**src/rtl/mips_ex_pkg.sv**
```systemverilog
// rtl/mips_ex_pkg.sv - shared encodings for the MIPS execute stage
//
// Purpose: AluOp classes, R-type funct codes, MULT/DIV state encoding and
// the default datapath width used by ex_mem_stage and ex_muldiv.
// Ports: none (package).
// Configuration: EX_DIV_EN enables the divider in the modules importing this.
package mips_ex_pkg;

  localparam int EX_W = 32;

  localparam logic [1:0] ALUOP_ADD   = 2'b00;
  localparam logic [1:0] ALUOP_SUB   = 2'b01;
  localparam logic [1:0] ALUOP_RTYPE = 2'b10;
  localparam logic [1:0] ALUOP_OR    = 2'b11;

  localparam logic [5:0] FUNCT_ADD  = 6'h20;
  localparam logic [5:0] FUNCT_SUB  = 6'h22;
  localparam logic [5:0] FUNCT_AND  = 6'h24;
  localparam logic [5:0] FUNCT_OR   = 6'h25;
  localparam logic [5:0] FUNCT_SLT  = 6'h2A;
  localparam logic [5:0] FUNCT_MFHI = 6'h10;
  localparam logic [5:0] FUNCT_MFLO = 6'h12;
  localparam logic [5:0] FUNCT_MULT = 6'h18;
  localparam logic [5:0] FUNCT_DIV  = 6'h1A;

  typedef enum logic [1:0] {
    MD_IDLE = 2'd0,
    MD_MUL  = 2'd1,
    MD_DIV  = 2'd2,
    MD_DONE = 2'd3
  } md_state_t;

endpackage

```
**src/rtl/ex_muldiv.sv**
```systemverilog
// rtl/ex_muldiv.sv - iterative signed MULT/DIV engine with HI/LO registers
//
// Purpose: runs one shift-add (mult) or restoring shift-subtract (div)
// iteration per enabled edge on operand magnitudes, then applies sign
// correction and writes HI/LO in the DONE state.
// Ports:
//   i_clk, i_rst_n   clock, asynchronous active-low reset
//   i_hit            0 freezes every register of the engine
//   i_start_mul      begin a signed multiply (honoured only in IDLE)
//   i_start_div      begin a signed divide (only when EX_DIV_EN is defined)
//   i_a, i_b         rs / rt operands captured at start
//   o_busy           engine is not IDLE
//   o_hi, o_lo       HI / LO architectural registers
// Configuration: EX_DIV_EN builds the divider and the DIV state.
module ex_muldiv
  import mips_ex_pkg::*;
#(
  parameter int W         = EX_W,
  parameter int MD_CYCLES = EX_W
) (
  input  logic         i_clk,
  input  logic         i_rst_n,
  input  logic         i_hit,
  input  logic         i_start_mul,
`ifdef EX_DIV_EN
  input  logic         i_start_div,
`endif
  input  logic [W-1:0] i_a,
  input  logic [W-1:0] i_b,
  output logic         o_busy,
  output logic [W-1:0] o_hi,
  output logic [W-1:0] o_lo
);

  localparam int CW = (MD_CYCLES > 1) ? $clog2(MD_CYCLES) : 1;
  localparam logic [CW-1:0] LAST = CW'(MD_CYCLES - 1);

  md_state_t       r_state;
  md_state_t       w_state_nxt;
  logic [CW-1:0]   r_cnt;
  // Mult: {partial product, multiplier}. Div: {remainder, quotient}.
  logic [2*W-1:0]  r_acc;
  logic [W-1:0]    r_mag;      // multiplicand or divisor magnitude
  logic            r_neg_res;  // product / quotient needs negation
  logic [W-1:0]    r_hi;
  logic [W-1:0]    r_lo;

  logic [W-1:0]    w_mag_a;
  logic [W-1:0]    w_mag_b;
  logic [W:0]      w_sum;
  logic [2*W-1:0]  w_prod_fix;
  logic            w_start;

  assign w_mag_a = i_a[W-1] ? -i_a : i_a;
  assign w_mag_b = i_b[W-1] ? -i_b : i_b;

  // Shift-add step: add the multiplicand into the upper half when the
  // current multiplier LSB is set, then shift the whole accumulator right.
  assign w_sum      = {1'b0, r_acc[2*W-1:W]} + {1'b0, r_mag & {W{r_acc[0]}}};
  assign w_prod_fix = r_neg_res ? -r_acc : r_acc;

`ifdef EX_DIV_EN
  logic            r_is_div;
  logic            r_neg_rem;  // remainder takes the dividend's sign
  logic            r_bzero;
  logic [W:0]      w_shift;
  logic            w_ge;
  logic [W-1:0]    w_diff;
  logic [2*W-1:0]  w_div_nxt;

  assign w_start = i_start_mul | i_start_div;

  // Restoring step: shift the next dividend bit into the remainder; the
  // true difference is below the divisor, so W bits hold it exactly.
  assign w_shift   = {r_acc[2*W-1:W], r_acc[W-1]};
  assign w_ge      = (w_shift >= {1'b0, r_mag});
  assign w_diff    = w_shift[W-1:0] - r_mag;
  assign w_div_nxt = w_ge ? {w_diff, r_acc[W-2:0], 1'b1}
                          : {w_shift[W-1:0], r_acc[W-2:0], 1'b0};
`else
  assign w_start = i_start_mul;
`endif

  assign o_busy = (r_state != MD_IDLE);
  assign o_hi   = r_hi;
  assign o_lo   = r_lo;

  always_comb begin
    w_state_nxt = r_state;
    case (r_state)
      MD_IDLE: begin
        if (i_start_mul) begin
          w_state_nxt = MD_MUL;
        end
`ifdef EX_DIV_EN
        else if (i_start_div) begin
          w_state_nxt = MD_DIV;
        end
`endif
      end
      MD_MUL: begin
        if (r_cnt == LAST) w_state_nxt = MD_DONE;
      end
`ifdef EX_DIV_EN
      MD_DIV: begin
        if (r_cnt == LAST) w_state_nxt = MD_DONE;
      end
`endif
      MD_DONE: w_state_nxt = MD_IDLE;
      default: w_state_nxt = MD_IDLE;
    endcase
  end

  always_ff @(posedge i_clk or negedge i_rst_n) begin
    if (!i_rst_n) begin
      r_state <= MD_IDLE;
    end else if (i_hit) begin
      r_state <= w_state_nxt;
    end
  end

  always_ff @(posedge i_clk or negedge i_rst_n) begin
    if (!i_rst_n) begin
      r_cnt     <= '0;
      r_acc     <= '0;
      r_mag     <= '0;
      r_neg_res <= 1'b0;
      r_hi      <= '0;
      r_lo      <= '0;
`ifdef EX_DIV_EN
      r_is_div  <= 1'b0;
      r_neg_rem <= 1'b0;
      r_bzero   <= 1'b0;
`endif
    end else if (i_hit) begin
      case (r_state)
        MD_IDLE: begin
          if (w_start) begin
            r_cnt     <= '0;
            r_neg_res <= i_a[W-1] ^ i_b[W-1];
            r_acc     <= {{W{1'b0}}, w_mag_b};
            r_mag     <= w_mag_a;
`ifdef EX_DIV_EN
            r_is_div  <= ~i_start_mul;
            r_neg_rem <= i_a[W-1];
            r_bzero   <= (i_b == '0);
            if (!i_start_mul) begin
              r_acc <= {{W{1'b0}}, w_mag_a};
              r_mag <= w_mag_b;
            end
`endif
          end
        end
        MD_MUL: begin
          r_acc <= {w_sum, r_acc[W-1:1]};
          r_cnt <= r_cnt + 1'b1;
        end
`ifdef EX_DIV_EN
        MD_DIV: begin
          r_acc <= w_div_nxt;
          r_cnt <= r_cnt + 1'b1;
        end
`endif
        MD_DONE: begin
`ifdef EX_DIV_EN
          if (r_is_div) begin
            r_hi <= r_neg_rem ? -r_acc[2*W-1:W] : r_acc[2*W-1:W];
            // Division by zero leaves the quotient all ones regardless of sign.
            if (r_bzero) r_lo <= '1;
            else         r_lo <= r_neg_res ? -r_acc[W-1:0] : r_acc[W-1:0];
          end else
`endif
          begin
            r_hi <= w_prod_fix[2*W-1:W];
            r_lo <= w_prod_fix[W-1:0];
          end
        end
        default: ;
      endcase
    end
  end

endmodule

```
**src/rtl/ex_mem_stage.sv**
```systemverilog
// rtl/ex_mem_stage.sv - MIPS execute stage with EX/MEM pipeline register
//
// Purpose: ALU operand select and operation decode, branch target adder,
// EX/MEM register, and the MULT/DIV engine that stalls upstream via busy.
// Ports:
//   clk, rst_n            clock, asynchronous active-low reset
//   hit                   0 freezes the whole stage
//   PC                    PC+4 of the instruction in EX
//   readData1, readData2  register operands
//   immediate             sign-extended immediate, [5:0] = funct
//   rt, rd                destination candidates
//   RegDst..Branch, AluOp control from ID/EX
//   busy                  MULT/DIV running, upstream holds its inputs
//   *Out                  registered EX/MEM outputs
// Configuration: EX_DIV_EN enables funct 0x1A (signed divide).
module ex_mem_stage
  import mips_ex_pkg::*;
#(
  parameter int W         = EX_W,
  parameter int MD_CYCLES = EX_W
) (
  input  logic         clk,
  input  logic         rst_n,
  input  logic         hit,
  input  logic [W-1:0] PC,
  input  logic [W-1:0] readData1,
  input  logic [W-1:0] readData2,
  input  logic [W-1:0] immediate,
  input  logic [4:0]   rt,
  input  logic [4:0]   rd,
  input  logic         RegDst,
  input  logic         AluSrc,
  input  logic         MemtoReg,
  input  logic         RegWrite,
  input  logic         MemRead,
  input  logic         MemWrite,
  input  logic         Branch,
  input  logic [1:0]   AluOp,
  output logic         busy,
  output logic [W-1:0] aluResultOut,
  output logic [W-1:0] writeDataOut,
  output logic [W-1:0] branchTargetOut,
  output logic         zeroOut,
  output logic [4:0]   writeRegOut,
  output logic         MemtoRegOut,
  output logic         RegWriteOut,
  output logic         MemReadOut,
  output logic         MemWriteOut,
  output logic         BranchOut
);

  logic [W-1:0] w_opb;
  logic [5:0]   w_funct;
  logic [W-1:0] w_result;
  logic         w_wr_en;
  logic         w_start_mul;
  logic         w_start_div;
  logic         w_bubble;
  logic         w_busy;
  logic [W-1:0] w_hi;
  logic [W-1:0] w_lo;

  logic [W-1:0] r_alu_result;
  logic [W-1:0] r_write_data;
  logic [W-1:0] r_branch_target;
  logic         r_zero;
  logic [4:0]   r_write_reg;
  logic         r_memtoreg;
  logic         r_regwrite;
  logic         r_memread;
  logic         r_memwrite;
  logic         r_branch;

  assign w_opb   = AluSrc ? immediate : readData2;
  assign w_funct = immediate[5:0];

  always_comb begin
    w_result    = '0;
    w_wr_en     = 1'b1;
    w_start_mul = 1'b0;
    w_start_div = 1'b0;
    case (AluOp)
      ALUOP_ADD: w_result = readData1 + w_opb;
      ALUOP_SUB: w_result = readData1 - w_opb;
      ALUOP_OR:  w_result = readData1 | w_opb;
      default: begin
        case (w_funct)
          FUNCT_ADD:  w_result = readData1 + w_opb;
          FUNCT_SUB:  w_result = readData1 - w_opb;
          FUNCT_AND:  w_result = readData1 & w_opb;
          FUNCT_OR:   w_result = readData1 | w_opb;
          FUNCT_SLT:  w_result = {{(W-1){1'b0}}, $signed(readData1) < $signed(w_opb)};
          FUNCT_MFHI: w_result = w_hi;
          FUNCT_MFLO: w_result = w_lo;
          // The held instruction is still presented while busy; only the
          // first presentation in IDLE may start the engine.
          FUNCT_MULT: w_start_mul = ~w_busy;
`ifdef EX_DIV_EN
          FUNCT_DIV:  w_start_div = ~w_busy;
`endif
          default:    w_wr_en = 1'b0;
        endcase
      end
    endcase
  end

  // The issuing edge and every busy edge retire a bubble downstream.
  assign w_bubble = w_busy | w_start_mul | w_start_div;

  ex_muldiv #(
    .W         (W),
    .MD_CYCLES (MD_CYCLES)
  ) u_muldiv (
    .i_clk       (clk),
    .i_rst_n     (rst_n),
    .i_hit       (hit),
    .i_start_mul (w_start_mul),
`ifdef EX_DIV_EN
    .i_start_div (w_start_div),
`endif
    .i_a         (readData1),
    .i_b         (readData2),
    .o_busy      (w_busy),
    .o_hi        (w_hi),
    .o_lo        (w_lo)
  );

  always_ff @(posedge clk or negedge rst_n) begin
    if (!rst_n) begin
      r_alu_result    <= '0;
      r_write_data    <= '0;
      r_branch_target <= '0;
      r_zero          <= 1'b0;
      r_write_reg     <= '0;
      r_memtoreg      <= 1'b0;
      r_regwrite      <= 1'b0;
      r_memread       <= 1'b0;
      r_memwrite      <= 1'b0;
      r_branch        <= 1'b0;
    end else if (hit) begin
      r_alu_result    <= w_result;
      r_write_data    <= readData2;
      r_branch_target <= PC + (immediate << 2);
      r_zero          <= (w_result == '0);
      r_write_reg     <= RegDst ? rd : rt;
      r_memtoreg      <= MemtoReg;
      r_regwrite      <= RegWrite & w_wr_en & ~w_bubble;
      r_memread       <= MemRead & ~w_bubble;
      r_memwrite      <= MemWrite & ~w_bubble;
      r_branch        <= Branch & ~w_bubble;
    end
  end

  assign busy            = w_busy;
  assign aluResultOut    = r_alu_result;
  assign writeDataOut    = r_write_data;
  assign branchTargetOut = r_branch_target;
  assign zeroOut         = r_zero;
  assign writeRegOut     = r_write_reg;
  assign MemtoRegOut     = r_memtoreg;
  assign RegWriteOut     = r_regwrite;
  assign MemReadOut      = r_memread;
  assign MemWriteOut     = r_memwrite;
  assign BranchOut       = r_branch;

endmodule

```
**config.mk**
```make
export PLATFORM = sky130hd
export DESIGN_NAME = ex_mem_stage
export DESIGN_NICKNAME = d
export VERILOG_FILES = /design/src/rtl/mips_ex_pkg.sv /design/src/rtl/ex_muldiv.sv /design/src/rtl/ex_mem_stage.sv
export SDC_FILE = /design/constraint.sdc
export NUM_CORES = 1
export LEC_CHECK = 0
export ABC_AREA = 1
export CAP_MARGIN = 20
export CORE_ASPECT_RATIO = 1.5
export CORE_MARGIN = 1.5
export CORE_UTILIZATION = 40
export DETAILED_ROUTE_END_ITERATION = 7
export DONT_BUFFER_PORTS = 1
export GPL_ROUTABILITY_DRIVEN = 0
export GPL_TIMING_DRIVEN = 0
export PLACE_DENSITY_LB_ADDON = 0.08
export SLEW_MARGIN = 20
export SYNTH_ARGS = -nofsm -noshare
export SYNTH_HDL_FRONTEND = slang
export SYNTH_SLANG_ARGS = --single-unit
export TNS_END_PERCENT = 1
```
**constraint.sdc**
```tcl
create_clock -name clk -period 3.6 [get_ports clk]
set_clock_uncertainty 0.05 [all_clocks]
set_input_delay 0.72 -clock clk [delete_from_list [all_inputs] [get_ports clk]]
set_output_delay 0.72 -clock clk [all_outputs]
set_load 0.005 [all_outputs]
```
Word-level counts from Yosys, hierarchy flattened
Cells that the tools add are included.
{"block": "word_totals", "inputBits": 150, "ff_bits": 275, "rom_bits": 0, "ram_bits": 0, "n_memories": 0, "latchBits": 0}
{"block": "classes", "eq_ne": 15, "reduce_logical": 11, "n_bitwise": 12, "mux": 18, "mul": 0, "div_mod_pow": 0, "n_lt_le_gt_ge": 1, "add_sub_neg": 8, "shift": 0}
{"operator": "$pmux 32 s7", "n": 1}
{"operator": "$mux 64", "n": 2}
{"operator": "$pmux 64 s2", "n": 1}
{"operator": "$mux 32", "n": 3}
{"operator": "$pmux 32 s3", "n": 1}
{"operator": "$add 32x32->32", "n": 2}
{"operator": "$and 32x32->32", "n": 2}
{"operator": "$neg 32->32", "n": 2}
{"operator": "$neg 64->64", "n": 1}
{"operator": "$add 32x32->33", "n": 1}
{"operator": "$logic_not 32->1", "n": 1}
{"operator": "$lt 32x32->1", "n": 1}
{"operator": "$or 32x32->32", "n": 1}
{"operator": "$sub 32x32->32", "n": 1}
{"operator": "$eq 6x6->1 const B", "n": 5}
{"operator": "$eq 6x5->1 const B", "n": 3}
{"operator": "$mux 5", "n": 2}
{"operator": "$pmux 5 s2", "n": 1}
{"operator": "$reduce_and 3->1", "n": 3}
{"operator": "$reduce_or 8->1", "n": 1}
{"operator": "$add 5x1->5 const B", "n": 1}
{"operator": "$and 1x1->1", "n": 5}
{"operator": "$eq 5x5->1 const B", "n": 1}
{"operator": "$eq 2x1->1 const B", "n": 2}
{"operator": "13 further kinds", "n": 21}

Logic depth before layout (Yosys ltp)
Gate-level depths: netlist of the first run.
{"block": "logic_depth", "ltp_word": 7, "depth_mapped": 26, "ltp_nobuf": 25}

Hierarchy
A second synthesis of the first run with hierarchy kept.
{"block": "unflattened", "hier_cells": 4503, "area_unflattened_um2": 27166.1}
{"module": "ex_mem_stage", "cells_each": 2324, "instances": 1, "area_each_um2": 13733.2, "seq_area_each_um2": 2677.6}
{"module": "ex_muldiv", "cells_each": 2179, "instances": 1, "area_each_um2": 13432.9, "seq_area_each_um2": 4204.0}

Worst setup path after synthesis of the first run
Ideal clock, no wire load.
{"block": "synth_path", "path_type": "input -> register", "from": "input port AluSrc", "to": "register r_zero (netlist: zeroOut)", "cell_stages": 24, "n_path_buf": 2, "path_slack_ns": 0.088, "setup_time_ns": 0.065, "required_time_ns": 3.485, "arrival_time_ns": 3.397, "cell_sequence": "clkbuf_1 clkbuf_1 nand2_1 o21ai_0 inv_1 ha_1 fa_1 nand3_1 nand2_1 nand2_1 nand2_2 nand2_1 nand2_2 nand3_1 nand3_1 nand3_1 nand2_1 o21ai_1 nand2_1 nor2_1 nand2_1 nor2_1 nand2_1 nand2_1"}
{"block": "synth_between", "elab_chain_cells": 5, "word_cells_on_any_way": 9}
{"item": "start, declared", "line": "ex_mem_stage.sv:32", "source": "input logic AluSrc,"}
{"item": "$mux 32 *", "line": "ex_mem_stage.sv:74", "source": "assign w_opb = AluSrc ? immediate : readData2;"}
{"item": "$sub 32x32->32, or another cell as far along", "line": "ex_mem_stage.sv:84, ex_mem_stage.sv:89"}
{"item": "$pmux 32 s7", "line": "ex_mem_stage.sv:87", "source": "case (w_funct)"}
{"item": "$pmux 32 s3 *", "line": "ex_mem_stage.sv:82", "source": "case (AluOp)"}
{"item": "$logic_not 32->1 *", "line": "ex_mem_stage.sv:144", "source": "r_zero <= (w_result == '0);"}
{"item": "end signal, assigned", "line": "ex_mem_stage.sv:144"}
{"item": "end, declared", "line": "ex_mem_stage.sv:66", "source": "logic r_zero;"}
Mark *: on every way between the ends. The rest lies on a longest branch, timed or not.
A chain may end at the register's enable or synchronous reset.

Worst setup path after layout of the first run
Same ends and word-level chain as after synthesis.

==> results of run 1 <==
[sequential cells by signal (all words and copies together) (netlist names)]
name / flops
BranchOut: 1
MemReadOut: 1
MemWriteOut: 1
MemtoRegOut: 1
RegWriteOut: 1
aluResultOut: 32
branchTargetOut: 32
u_muldiv.o_hi: 32
u_muldiv.o_lo: 32
u_muldiv.r_acc: 64
u_muldiv.r_cnt: 5
u_muldiv.r_mag: 32
u_muldiv.r_neg_res: 1
u_muldiv.r_state: 2
writeDataOut: 32
writeRegOut: 5
zeroOut: 1
[through the flow]
stage                     setup WS (ns)  hold slack, ns  setup TNS [ns]  total power [W]
after CTS                      0.000674          -0.266               0           0.0131
after global placement            -2.07           0.379          -30.36          0.00945
final                            0.0935          -0.247               0           0.0133
after floorplan                  0.0881           0.374               0          0.00782
after detailed placement          -1.78           0.381          -28.74          0.00950
after global routing            -0.0169          -0.259         -0.0169           0.0140
[area by class of cell]
cell class,instances,area (um^2),area share
antenna,1,2.50,0.0000890
buffer,129,671,0.0239
timing repair buffer,12,113,0.00401
clock inverter,18,285,0.0101
inverter,548,2060,0.0732
multi-input combinational,2910,16300,0.580
clock buffer,36,802,0.0285
tap,798,998,0.0355
sequential,275,6880,0.245
[worst reg2reg max path: cells and delay by family (launching register included)]
| family | cells | cell delay (ns) |
|---|---|---|
| adder cells (fa/ha/maj) | 1 | 0.37 |
| XOR/XNOR | 1 | 0.13 |
| flip-flops | 1 | 0.37 |
| AND/OR/NAND/NOR | 4 | 0.48 |
| buffers and inverters | 4 | 0.49 |
| AO/OA/AOI/OAI | 5 | 1.35 |
[cells in the final DEF, fill, tap and decap left out, types with 27 or more instances in the layout]
cell / instances
nand2_1: 1065
inv_1: 518
nor2_1: 298
nand3_1: 277
dfrtp_1: 275
o21ai_0: 250
ha_1: 170
a21oi_1: 151
xor2_1: 107
clkbuf_1: 74
nor2_2: 48
nand4_1: 44
o21ai_1: 40
a31oi_1: 40
nor3_1: 38
o22ai_1: 35
nand2_2: 33
clkbuf_16: 30
buf_2: 30
inv_2: 28
o221ai_1: 27
[layer usage]
metal,global-route usage,vias up,wire length (um)
li1,-,12600,-
met2,0.625,1081,55300
met4,0.268,0,10200
met1,0.387,12700,42500
met3,0.0515,338,7250
met5,0,-,0
[how the worst max path moves through the flow]
stage	start	end	slack (ns)
global placement	AluSrc	zeroOut	-2.07
finish	AluSrc	zeroOut	0.09
global route	AluSrc	zeroOut	-0.02
floorplan	AluSrc	zeroOut	0.09
detailed placement	AluSrc	zeroOut	-1.78
CTS	AluSrc	zeroOut	0.0007
[report_power, final]
group | internal, W | switching [W] | total, W
Sequential | 0.00376 | 0.000778 | 0.00453
Clock | 0.00208 | 0.00144 | 0.00353
Combinational | 0.00170 | 0.00350 | 0.00520
Total | 0.00754 | 0.00573 | 0.0133
[timing repair]
action | CTS | global route
resized for setup | 112 | 118
setup buffers | 2 | 8
endpoints found under the setup margin | 14 | 8
pin swaps | 4 | 20
hold endpoints to repair | 275 | 275
[logic make-up (layout without fill, tap and decap cells)]
family,count (synthesis),after routing,synth area share
and+or+nand+nor,1915,1915,0.328
AOI/OAI and AO/OA,679,679,0.153
buffers and inverters,677,743,0.105
DFF,275,275,0.274
adders and majority gates,184,184,0.0929
xor gates and xnor gates,131,131,0.0457
muxes,1,1,0.000399
other,0,1,0
==> impl_metrics.json, run 1 <==
{
  "outcome": "finished, violations left",
  "failed_checks": "design-rule violations, negative hold slack",
  "floorplan.die.width_um": 208,
  "fin_cells": 4727,
  "crit_path_frequent_cell": "nand2_1",
  "crit_path_max_incr_delay_ns": 0.30,
  "grt_max_degree": 276,
  "cp.required_ns": 4.11,
  "cap_viol_max_count": 0,
  "cp.depth": 24,
  "netlist_instances": 3862,
  "filler_cell_count": 6754,
  "route.detailed.vias_per_inst": 5.65,
  "post_synth_main_area_contributors": "dfrtp_1, nand2_1, ha_1",
  "gr-total-overflow": 0,
  "tightestPinTransition_ns": 1.16,
  "crit_type": "in -> reg",
  "io_pins": 258,
  "global_route.usage.total": 0.354,
  "endpoint_kind": "flop",
  "drt_iter0_drc": 2386,
  "crit_path_max_fanout": 10,
  "cts-htree-levels": 1,
  "synth_top_area_share": 0.274,
  "row_count": 112,
  "yosys_register_bits": 275,
  "rsz_0062_raised_after_global_routing": "true",
  "layout-area-overhead-vs-synth_pct": 12.0,
  "cts.reportedPaths.clkPinSlew_ns": 0.07,
  "grt_first_pass_wirelength_um": 169000,
  "antenna_found_initial": 1,
  "cpLargestDelayFamily": "simple AND/OR/NAND/NOR gates",
  "first_pass_detailed_route_iteration_total": 8,
  "fp.dieH_um": 310,
  "clkSinkCount": 275,
  "fmaxAchievable_mhz": 285,
  "syn-mean-instance-area_um2": 6.50,
  "numCtsBuffers": 29,
  "drv_slew": 0,
  "final_core_util": 0.453,
  "post-dp-hpwl_um": 94600,
  "final_net_count": 4239,
  "drcViolationCount": 36,
  "layout_min_cycle_time_ns": 3.51,
  "synth-seq-area-share": 0.274,
  "initial_core_util": 0.404,
  "drive_gt1_frac": 0.0929,
  "crit_chain": "buf_6 -> buf_4 -> nand2_1 -> o21ai_4 -> ha_1 -> clkbuf_4 -> inv_1 -> nand2_1 -> nand2_1 -> inv_1 -> nand2_1 -> a21oi_1 -> nand2_2 -> nand2_1 -> nand4_1 -> nand3_1 -> o21ai_0 -> inv_1 -> nand3_4 -> nor2_1 -> nand2_1 -> nor2_1 -> nand2_2 -> nand2_1",
  "setup.worst_path.start_class": "primary input",
  "yosys_most_used_dff": "dfrtp_1",
  "fin_area_mm2": 0.0281,
  "number_of_global_route_vias_before_repair": 26200,
  "ir_drop_v": 0.000380,
  "total_leakage_power_nw": 14.4,
  "route.vias.total": 26700,
  "synth.yosys.warnings": 0,
  "remaining_max_slew_budget_at_the_tightest_pin": 0.224,
  "yosys.cell_count.top_type": "nand2_1",
  "async_flop_share": 1.00,
  "hold_violations": 275,
  "yosysUniqueCellTypes": 62,
  "placed_cell_area_mm2": 0.0261,
  "detail-route-antenna-nets": 0,
  "regToRegEndpoint": "u_muldiv.r_acc[58]",
  "crit_path_top_delay_cell": "ha_1",
  "regToRegSetupSlack_ns": 0.19,
  "cts-root-to-sink-buffers": 3,
  "clock_tree_from_tritoncts": "built",
  "synth_edf_count": 0,
  "clock_tree.root_cell": "clkbuf_16",
  "drt-wirelength-per-cell_um": 24.4,
  "synth_top_cells_by_count": "nand2_1, inv_1, nor2_1",
  "hold_ws_ns": -0.247,
  "rr_worst_depth": 15,
  "port_buffers": 0,
  "power.density_cell_area_mw_per_mm2": 472,
  "post_synthesis_net_count": 4196,
  "reg2reg_from": "u_muldiv.r_acc[0]",
  "critical_path.n_buffers_inverters": 6,
  "arrival_ns": 4.02,
  "floorplan.die_area_mm2": 0.0643,
  "post-route-period-util": 0.974,
  "timing.final.setup_violations": 0,
  "drt_wl_total_um": 115000,
  "synth.cell_area_mm2": 0.0251,
  "worst_skew_pair.late_latency_ns": 0.62,
  "placed_cells_incl_taps": 4662,
  "hp-class": "in -> async",
  "core_region_area_mm2": 0.0621,
  "yosys.area.top_type": "dfrtp_1"
}
Power figures use the tool's default switching activity.
==> inputs of run 2 (changes only) <==
CAP_MARGIN = 30   (was 20)
PLACE_DENSITY_LB_ADDON = unset   (was 0.08)
==> run 2 against run 1 <==
  * The run still ends with design-rule violations, negative hold slack left
  * Register-to-register slack better by 0.05 ns
  * Largest power group unchanged
  * Cell count up 0.17%
  * Sequential share of layout area increased by 0.18 points
  * First-iteration DRC count up 3.1%
  * Total power decreased by 3.4%
  * Global-route usage is 1.0 points lower
  * Via count is 0.42% higher
  * Clock-buffer cell count decreased by 1
  * Die area did not move
==> impl_metrics.json, run 2 (same netlist as run 1, synthesis figures left out) <==
{
  "outcome": "finished, violations left",
  "failed_checks": "design-rule violations, negative hold slack",
  "setup.worst_path.start_class": "primary input",
  "layout.cells.most_common_list": "nand2_1, inv_1, nor2_1",
  "tightestPinTransition_ns": 0.970,
  "fmaxAchievable_mhz": 280,
  "number_of_global_route_vias_before_repair": 26100,
  "port_buffers": 0,
  "fp.dieH_um": 310,
  "cts-root-to-sink-buffers": 3,
  "global_route.usage.total": 0.344,
  "grt_max_degree": 276,
  "crit_path_frequent_cell": "nand2_1",
  "first_pass_detailed_route_iteration_total": 8,
  "clock_tree_from_tritoncts": "built",
  "cts-htree-levels": 1,
  "rr_worst_depth": 18,
  "crit_type": "in -> reg",
  "drt-wirelength-per-cell_um": 23.6,
  "route.detailed.vias_per_inst": 5.67,
  "io_pins": 258,
  "rsz_0062_raised_after_global_routing": "true",
  "grt_first_pass_wirelength_um": 164000,
  "cp.required_ns": 4.12,
  "regToRegSetupSlack_ns": 0.24,
  "layout_min_cycle_time_ns": 3.57,
  "fin_tns_setup_ns": 0,
  "floorplan.die_area_mm2": 0.0643,
  "timing.final.setup_violations": 0,
  "crit_path_max_incr_delay_ns": 0.29,
  "cts.reportedPaths.clkPinSlew_ns": 0.07,
  "antenna_found_initial": 0,
  "initial_core_util": 0.404,
  "largest-register": "u_muldiv.r_acc",
  "crit_path_max_fanout": 10,
  "reg2reg_from": "u_muldiv.r_acc[0]",
  "core_region_area_mm2": 0.0621,
  "power.density_cell_area_mw_per_mm2": 460,
  "hold_violations": 275,
  "drive_gt1_frac": 0.0874,
  "numCtsBuffers": 29,
  "floorplan.die.width_um": 208,
  "hold_ws_ns": -0.253,
  "drv_slew": 0,
  "n_antenna_cell": 0,
  "drt_iter0_drc": 2460,
  "drt_wl_total_um": 112000,
  "number_of_flip_flops_in_the_largest_register": 64,
  "route.vias.total": 26800,
  "clkSinkCount": 275,
  "remaining_max_slew_budget_at_the_tightest_pin": 0.353,
  "drcViolationCount": 21,
  "arrival_ns": 4.09,
  "fin_cells": 4735,
  "timing.critical_path.from": "AluSrc",
  "worst_skew_pair.late_latency_ns": 0.63,
  "post-route-period-util": 0.991,
  "post-dp-hpwl_um": 91400,
  "final_core_util": 0.449,
  "total_leakage_power_nw": 14.3,
  "endpoint_kind": "flop",
  "ir_drop_v": 0.000399,
  "row_count": 112,
  "regToRegEndpoint": "u_muldiv.r_acc[61]",
  "crit_path_end": "zeroOut",
  "hp-class": "in -> async",
  "placed_cells_incl_taps": 4668,
  "detail-route-antenna-nets": 0,
  "crit_chain": "buf_6 -> buf_8 -> o21ai_4 -> ha_1 -> buf_2 -> nand2_1 -> inv_1 -> nand2_1 -> nor2_1 -> nand2_1 -> nand3_2 -> nand2_1 -> nand3_1 -> nand3_1 -> o21ai_1 -> nor2_1 -> nand2_1 -> nor2_1 -> nand2_1 -> nor3_2 -> nand2_2 -> nand2_1",
  "clock_tree.root_cell": "clkbuf_16",
  "final_net_count": 4248,
  "cap_viol_max_count": 0,
  "crit_path_top_delay_cell": "ha_1",
  "most_common_cell_after_layout_fill_and_taps_aside": "nand2_1",
  "layout-area-overhead-vs-synth_pct": 11.1,
  "gr-total-overflow": 0
}
## run 2: final cells by class
type,instances,area (um^2)
fill,6593,34200
inverter,548,2060
clock inverter,19,191
timing repair buffer,22,209
multi-input combinational,2910,16200
buffer,128,648
tap,798,998
clock buffer,35,748
sequential,275,6880
## run 2: worst min-delay path by stage
| stage | startpoint | cells past startpoint | end | slack (ns) |
|---|---|---|---|---|
| floorplan | rst_n | 0 | BranchOut | 0.37 |
| global placement | rst_n | 0 | writeDataOut[27] | 0.39 |
| detailed placement | rst_n | 0 | writeDataOut[23] | 0.39 |
| CTS | rst_n | 0 | writeDataOut[27] | -0.27 |
| global route | rst_n | 0 | writeDataOut[27] | -0.27 |
| finish | rst_n | 0 | writeDataOut[30] | -0.25 |
## run 2: critical path: cells and delay by family
kind	cells	cell delay, ns
adder cells (fa/ha/maj)	1	0.29
AND/OR/NAND/NOR	15	2.13
AO/OA/AOI/OAI	2	0.37
buffers and inverters	4	0.56
## run 2: stage by stage
stage / hold slack [ns] / total power (W) / instance area [um^2] / setup slack (ns)
detailed placement: 0.386 / 0.00944 / 26200 / -1.71
CTS: -0.269 / 0.0126 / 27500 / 0.000186
global placement: 0.389 / 0.00937 / 26100 / -2.07
floorplan: 0.374 / 0.00782 / 25100 / 0.0881
finish: -0.253 / 0.0128 / 27900 / 0.0311
global route: -0.271 / 0.0136 / 27900 / -0.0489
## run 2: per-layer routing
layer	vias to the layer above	GRT usage	wire length, um	share of wire
li1	12700	-	-	-
met1	12600	0.365	39200	0.35
met2	1211	0.608	53500	0.48
met3	391	0.0546	7760	0.069
met4	0	0.280	11300	0.10
met5	-	0	0	0
## run 2: where the power goes
part,total [W],internal [W],switching (W)
combinational,0.00516,0.00170,0.00346
clock,0.00313,0.00165,0.00147
sequential,0.00454,0.00376,0.000782
total,0.0128,0.00711,0.00571
## run 2: timing repair
item | in CTS | in global routing
pin swaps | 4 | 13
resized for setup | 100 | 88
setup endpoints to repair | 13 | 10
buffers inserted | 3 | 10
endpoints found under the hold margin | 275 | 275
